**src/rtl/lbist_session_ctrl.sv**
```systemverilog
// lbist_session_ctrl: logic-BIST session engine pairing an LFSR pattern generator with a MISR compactor
// Optional feature macro: LBIST_RESP_MASK_EN (adds resp_mask, zeroes masked response bits before folding)
// Ports:
//   clk, rst              clock, synchronous active-high reset
//   start                 one-cycle session start, sampled only in IDLE
//   seed, num_patterns    LFSR seed and pattern count (0 = one full LFSR period), latched on start
//   golden                expected signature, latched on start
//   pattern_out/valid     LFSR pattern to the circuit under test, valid during RUN
//   resp_in               same-cycle response folded into the MISR
//   busy, done            session in progress, one-cycle end pulse
//   pass, seed_err        signature match result, zero-seed flag
//   signature             MISR contents, pattern_count patterns compacted
module lbist_session_ctrl #(
   parameter int               WIDTH     = 4,
   parameter logic [WIDTH-1:0] LFSR_TAPS = 4'b1100,
   parameter logic [WIDTH-1:0] MISR_TAPS = 4'b1100,
   parameter int               CNT_W     = 16
) (
   input  logic             clk,
   input  logic             rst,
   input  logic             start,
   input  logic [WIDTH-1:0] seed,
   input  logic [CNT_W-1:0] num_patterns,
   input  logic [WIDTH-1:0] golden,
`ifdef LBIST_RESP_MASK_EN
   input  logic [WIDTH-1:0] resp_mask,
`endif
   output logic [WIDTH-1:0] pattern_out,
   output logic             pattern_valid,
   input  logic [WIDTH-1:0] resp_in,
   output logic             busy,
   output logic             done,
   output logic             pass,
   output logic             seed_err,
   output logic [WIDTH-1:0] signature,
   output logic [CNT_W-1:0] pattern_count
);
   typedef enum logic [1:0] {IDLE, RUN, DONE} state_t;
   state_t state, state_nx;
   logic [WIDTH-1:0] lfsr, misr, seed_q, golden_q, lfsr_nx, misr_nx, resp_eff;
   logic [CNT_W-1:0] cnt, num_q, cnt_inc;
   logic pass_q, sig_ok, term;
`ifdef LBIST_RESP_MASK_EN
   logic [WIDTH-1:0] mask_q;
   assign resp_eff = resp_in & ~mask_q;
`else
   assign resp_eff = resp_in;
`endif
   assign lfsr_nx = {lfsr[WIDTH-2:0], ^(lfsr & LFSR_TAPS)};
   assign misr_nx = {misr[WIDTH-2:0], ^(misr & MISR_TAPS)} ^ resp_eff;
   assign cnt_inc = (&cnt) ? cnt : cnt + 1'b1;
   // full-period mode stops when the next pattern would repeat the seed
   assign term    = (num_q != '0) ? (cnt_inc == num_q) : (lfsr_nx == seed_q);
   assign sig_ok  = (misr == golden_q) && !seed_err;
   assign pattern_out   = lfsr;
   assign signature     = misr;
   assign pattern_count = cnt;
   always_ff @(posedge clk)
      if (rst) state <= IDLE;
      else     state <= state_nx;
   always_comb begin
      state_nx      = state;
      pattern_valid = 1'b0;
      busy          = 1'b0;
      done          = 1'b0;
      pass          = pass_q;
      state_nx      = (state == IDLE) ? (start ? ((seed != '0) ? RUN : DONE) : IDLE) :
                      (state == RUN)  ? (term ? DONE : RUN) : IDLE;
      pattern_valid = (state == RUN);
      busy          = (state != IDLE);
      done          = (state == DONE);
      // the final signature is settled by the DONE cycle, so pass is shown live there and held after
      pass          = (state == DONE) ? sig_ok : pass_q;
   end
   always_ff @(posedge clk)
      if (rst) begin
         lfsr     <= '0;
         misr     <= '0;
         cnt      <= '0;
         seed_q   <= '0;
         num_q    <= '0;
         golden_q <= '0;
         pass_q   <= 1'b0;
         seed_err <= 1'b0;
`ifdef LBIST_RESP_MASK_EN
         mask_q   <= '0;
`endif
      end else begin
         if (state == IDLE && start) begin
            seed_err <= (seed == '0);
            pass_q   <= 1'b0;
            if (seed != '0) begin
               lfsr     <= seed;
               misr     <= '0;
               cnt      <= '0;
               seed_q   <= seed;
               num_q    <= num_patterns;
               golden_q <= golden;
`ifdef LBIST_RESP_MASK_EN
               mask_q   <= resp_mask;
`endif
            end
         end
         if (state == RUN) begin
            lfsr <= lfsr_nx;
            misr <= misr_nx;
            cnt  <= cnt_inc;
         end
         if (state == DONE) pass_q <= sig_ok;
      end
endmodule

```
**config.mk**
```make
export PLATFORM = sky130hd
export DESIGN_NAME = lbist_session_ctrl
export DESIGN_NICKNAME = d
export VERILOG_FILES = /design/src/rtl/lbist_session_ctrl.sv
export SDC_FILE = /design/constraint.sdc
export NUM_CORES = 1
export LEC_CHECK = 0
export CORE_MARGIN = 10
export CORE_UTILIZATION = 35
export DETAILED_ROUTE_END_ITERATION = 10
export GPL_TIMING_DRIVEN = 0
export PLACE_DENSITY = 0.66
export SLEW_MARGIN = 30
export SYNTH_ARGS = -nofsm -noshare
export SYNTH_HDL_FRONTEND = slang
export SYNTH_SLANG_ARGS = --single-unit
```
**constraint.sdc**
```tcl
create_clock -name clk -period 5.71 [get_ports clk]
set_input_delay 1.142 -clock clk [delete_from_list [all_inputs] [get_ports clk]]
set_output_delay 1.142 -clock clk [all_outputs]
set_load 0.02 [all_outputs]
```
After elaboration in Yosys (flattened, before gate mapping)
Cells that the tools add are included.
{ "classes": {"n_addsub": 1, "eq_ne": 5, "n_mux": 19, "n_bitwise": 1, "reduce_logical": 16} }
{ "ops": {"columns": ["cell", "n"], "rows": [
  ["16-bit two-way mux", 4],
  ["4-bit two-way mux", 6],
  ["16-bit by 1-bit adder with 16-bit output, second input constant", 1],
  ["16-bit == test", 1],
  ["16-bit AND reduction", 1],
  ["16-bit nonzero test", 1],
  ["2-bit two-way mux", 5],
  ["4-bit == test", 2],
  ["2-bit nonzero test", 4],
  ["4-bit XOR reduction", 2],
  ["4-bit zero test", 1],
  ["1-bit two-way mux", 4],
  ["2-bit AND reduction", 2],
  ["4-bit nonzero test", 1],
  ["4-bit bitwise XOR", 1],
  ["2-bit by 1-bit == test with 1-bit output, second input constant", 1],
  ["2-bit == test, second input constant", 1],
  ["1-bit logical AND", 2],
  ["2-bit zero test", 1],
  ["1-bit zero test", 1]
]} }
{ "word_totals": {"regBits": 52, "inputBits": 31, "output_inout_bits": 29, "wordCells": 51} }

Depth between registers and ports, before layout
{ "depth": {"word_depth": 7, "ltp_mapped": 9} }

Worst setup path before layout
No wires, ideal clock.
{ "synth_path": {"kind": "reg2reg", "startpoint": "reg cnt[0] (netlist: pattern_count[0])", "endpoint": "reg state[0]", "arrival_time_ns": 2.391, "required_time_ns": 5.596, "setup_slack_ns": 3.205, "path_stages_with_launch": 10, "path_cell_list": "dfxtp_1 -> ha_1 -> nand4_1 -> buf_1 -> o41ai_1 -> xnor2_1 -> o2111ai_1 -> or3_1 -> o2bb2ai_1 -> a21o_1"} }
{ "synth_via": {"elab_chain_cells": 7, "word_cells_on_any_way": 8} }
{ "synth_rtl": {"columns": ["item", "line_no", "text"], "rows": [
  ["start: declaration", "41", "logic [CNT_W-1:0] cnt, num_q, cnt_inc;"],
  ["start signal: assignment", "107", "cnt <= cnt_inc;"],
  ["16-bit by 1-bit adder with 16-bit output / 16-bit AND reduction (equally long branches)", "51", "assign cnt_inc = (&cnt) ? cnt : cnt + 1'b1;"],
  ["16-bit two-way mux (*)", "51", null],
  ["16-bit == test (*)", "53", "assign term = (num_q != '0) ? (cnt_inc == num_q) : (lfsr_nx == seed_q);"],
  ["1-bit two-way mux (*)", "53", null],
  ["2-bit two-way mux (*) (2 in a row)", "68", "(state == RUN) ? (term ? DONE : RUN) : IDLE;"],
  ["2-bit two-way mux (*)", "67", "state_nx = (state == IDLE) ? (start ? ((seed != '0) ? RUN : DONE) : IDLE) :"],
  ["end signal: assignment", "60", "else state <= state_nx;"],
  ["end: declaration", "39", "state_t state, state_nx;"]
]} }
Every way passes the cells marked *; elsewhere a longest branch is shown, timed or not.
A chain may end at the register's enable or synchronous reset.

Final worst setup path
{ "layout_path": {"startpoint": "reg state[1]", "endpoint": "out pattern_valid"} }
{ "layout_via": {"elab_chain_cells": 1} }
{ "layout_rtl": {"columns": ["item", "line_no", "text"], "rows": [
  ["2-bit by 1-bit == test with 1-bit output", "69", "pattern_valid = (state == RUN);"],
  ["end: declaration", "29", "output logic pattern_valid,"]
]} }
No other way between the ends.

==> impl_metrics.json <==
{
  "cts_buffer_depth": 2,
  "period_needed_ns": 3.49,
  "async_reset_ff_share_pct": 0,
  "period_share_pct": 61.1,
  "max_stage_delay_ns": 0.74,
  "syn_inst": 386,
  "drc": 0,
  "clk-insertion-delay-late_ns": 0.31,
  "port_buffers": 58,
  "path_cells": "nand2b_1, inv_1, clkbuf_1, clkdlybuf4s50_1",
  "p_total_mw": 1.26,
  "hold_class": "reg -> reg",
  "crit_fanout": 10,
  "synth_edf_count": 0,
  "synth.distinct_cells": 47,
  "path_delay_family": "buffers and inverters",
  "initial_core_util_pct": 36.1,
  "hold_viol_final": 0,
  "via_count": 3065,
  "yosysTopAreaCell": "dfxtp_1",
  "max_freq_mhz": 287,
  "ios": 60,
  "grt_usage_pct": 14.6,
  "row_count": 33,
  "crit_start": "state[1]",
  "cts_buffers": 5,
  "syn_to_final_growth_pct": 27.9,
  "grt_remaining_overflow": 0,
  "die_area_sq_um": 12500,
  "dieHeight_um": 112,
  "relSlewSlack_pct": 46.5,
  "diodes": 0,
  "max_cap_viol_count": 0,
  "internal-power_mw": 0.757,
  "drive_gt1_share_pct": 6.64,
  "grt_max_degree": 18,
  "switching_share_pct": 40.0,
  "synth_top_area_share_pct": 35.1,
  "reg2reg_to": "state[1]",
  "grt_pass1_vias": 2938,
  "htreeDepth": 2,
  "clock-sinks": 52,
  "synth-seq-cells": 52,
  "finalMaxSlewViolations": 0,
  "first_pass_iters": 7,
  "crit_cells": 4,
  "finalWirelength_um": 9610,
  "cts_resized": 0,
  "p_clk_share_pct": 21.4,
  "endpoint": "pattern_valid",
  "ant_nets": 0,
  "crit_type": "reg -> out",
  "grt_pass1_wl_um": 15400,
  "netlist_top_cells_count": "65 x nand2_1, 52 x dfxtp_1, 45 x a21oi_1, 25 x nor2_1, 18 x xnor2_1",
  "critical_path_required_ns": 4.57,
  "viasPerCell": 5.50,
  "post-route-util_pct": 46.1,
  "synth_flop_cell": "dfxtp_1",
  "critPathSlowestCell": "clkdlybuf4s50_1",
  "drtIter0Drc": 222,
  "place_hpwl_um": 7270,
  "reg2reg_slack_ns": 2.61,
  "syn_nets": 418,
  "setup_viol": 0,
  "endpoint_kind": "primary output",
  "globalplace.congestion": 0.921,
  "finalNetCount": 483,
  "ctsHoldBuffers": 0,
  "rsz0062_at_grt": "false",
  "synth_most_common_cell": "nand2_1",
  "r2r-start": "pattern_count[1]",
  "wl_per_cell_um": 17.3,
  "synth.cell_area_sq_um": 2960,
  "tightest_slew_ns": 0.795,
  "status": "complete, no violations",
  "die_x_um": 112,
  "yosysWarnings": 0,
  "clock-root-buffer": "clkbuf_8",
  "core_area_sq_um": 8220,
  "synth_area_leaders": "dfxtp_1 35%, nand2_1 8.2%, a21oi_1 7.6%",
  "fin_tns_setup_ns": 0,
  "total_switching_power_mw": 0.504,
  "avgSynthCellArea_sq_um": 7.68,
  "pwr-share-comb_pct": 40.4,
  "fin_skew_ns": 0.00877,
  "critPathBufInv": 3,
  "ff2ff_path_depth": 8,
  "pwr_density_cell_nw_per_um2": 333,
  "p_leak_nw": 1.35,
  "antenna_found_initial": 0,
  "cp.arrival_ns": 2.35,
  "cts_setup_buffers": 0,
  "ys_seq_area_share_pct": 35.1,
  "p_seq_share_pct": 38.2,
  "clk_pin_slew_ns": 0.10,
  "cts_tree": "done",
  "cp-start-kind": "flop",
  "ir_worst_vdd_mv": 0.156
}
[through the flow]
| stage | hold WS, ns | instance area, sq um | cells | worst slack, ns |
|---|---|---|---|---|
| 2_1_floorplan | 0.448 | 2960 | 386 | 3.21 |
| 3_3_place_gp | 0.454 | 3680 | 549 | 2.32 |
| 3_5_place_dp | 0.459 | 3680 | 549 | 2.22 |
| 4_1_cts | 0.474 | 3790 | 557 | 2.24 |
| 5_1_grt | 0.501 | 3790 | 557 | 2.10 |
| 6_report | 0.475 | 3790 | 557 | 2.22 |
[cells in the final DEF (no fill, tap or decap), types with 3 or more instances in the layout]
cell type        instances
nand2b_1                 3
nor2_1                  25
inv_1                    6
xor2_1                  14
nor3_1                  10
clkbuf_1                16
nand2_1                 65
clkdlybuf4s50_1         58
or4_1                    3
a21boi_0                 3
nor4_1                   8
and4_1                   3
o21ai_0                 16
nor4_2                   3
xnor2_1                 18
clkbuf_8                 5
buf_2                   11
a31oi_1                  3
a22oi_1                  4
or3_1                    6
nor2b_1                  3
and3_1                   3
and2_1                   3
a21oi_1                 45
dfxtp_1                 52
a311oi_1                 4
mux2i_1                  6
nand3_1                 14
a21o_1                   4
o2111ai_1                3
nand4_1                 11
[how the worst min path moves through the flow]
stage                      startpoint          end  slack [ns]  cells after the start
after CTS                 golden_q[2]  golden_q[2]        0.47                      2
final                       seed_q[1]    seed_q[1]        0.47                      2
after global placement      seed_q[0]    seed_q[0]        0.45                      2
after detailed placement  golden_q[2]  golden_q[2]        0.46                      2
after global routing        seed_q[3]    seed_q[3]        0.50                      2
after floorplan           golden_q[0]  golden_q[0]        0.45                      2
[registers in the layout, indices dropped and copies added (netlist names)]
register       count
signature          4
seed_q             4
golden_q           4
num_q             16
pattern_out        4
state              2
pass_q             1
pattern_count     16
seed_err           1
[per-layer routing]
metal / GRT usage, % / vias up / routed length [um]
met2: 23.7 / 95 / 4450
met1: 19.2 / 1460 / 4450
li1: - / 1494 / -
met3: 2.61 / 16 / 510
met5: 0 / - / 0
met4: 4.82 / 0 / 199
[worst register-to-register path, delay by kind of cell (launching register included)]
kind	cells	cell delay, ns
simple gates	4	1.27
compound gates	2	0.58
flops	1	0.51
fa+ha+maj	1	0.35
buf+inv	1	0.30
[power by group through the flow]
stage                     Clock (mW)  Combinational, mW  Sequential [mW]
after floorplan                    0              0.301            0.499
after global placement             0              0.504            0.488
after detailed placement           0              0.509            0.489
after CTS                      0.274              0.510            0.481
after global routing           0.285              0.563            0.490
final                          0.270              0.510            0.482
[area by class of cell]
type                    instances  area (sq um)
fillers                       821          4430
multi-input cells             298          1770
flip-flops and latches         52          1040
repair buffers                 58           581
plain buffers                  30           134
well taps                     105           131
clock buffers                   5          68.8
clock inverters                 3          46.3
inverters                       6          22.5
[cell families (layout without fill, tap and decap cells)]
group	after synthesis	in the layout	share of synthesized area (%)
simple gates	167	167	28.7
flops	52	52	35.1
compound gates	92	92	19.0
buf+inv	36	102	5.28
xor+xnor	32	32	9.46
mux	6	6	2.03
fa+ha+maj	1	1	0.422
Note: power is estimated with default switching activity, not from simulation.
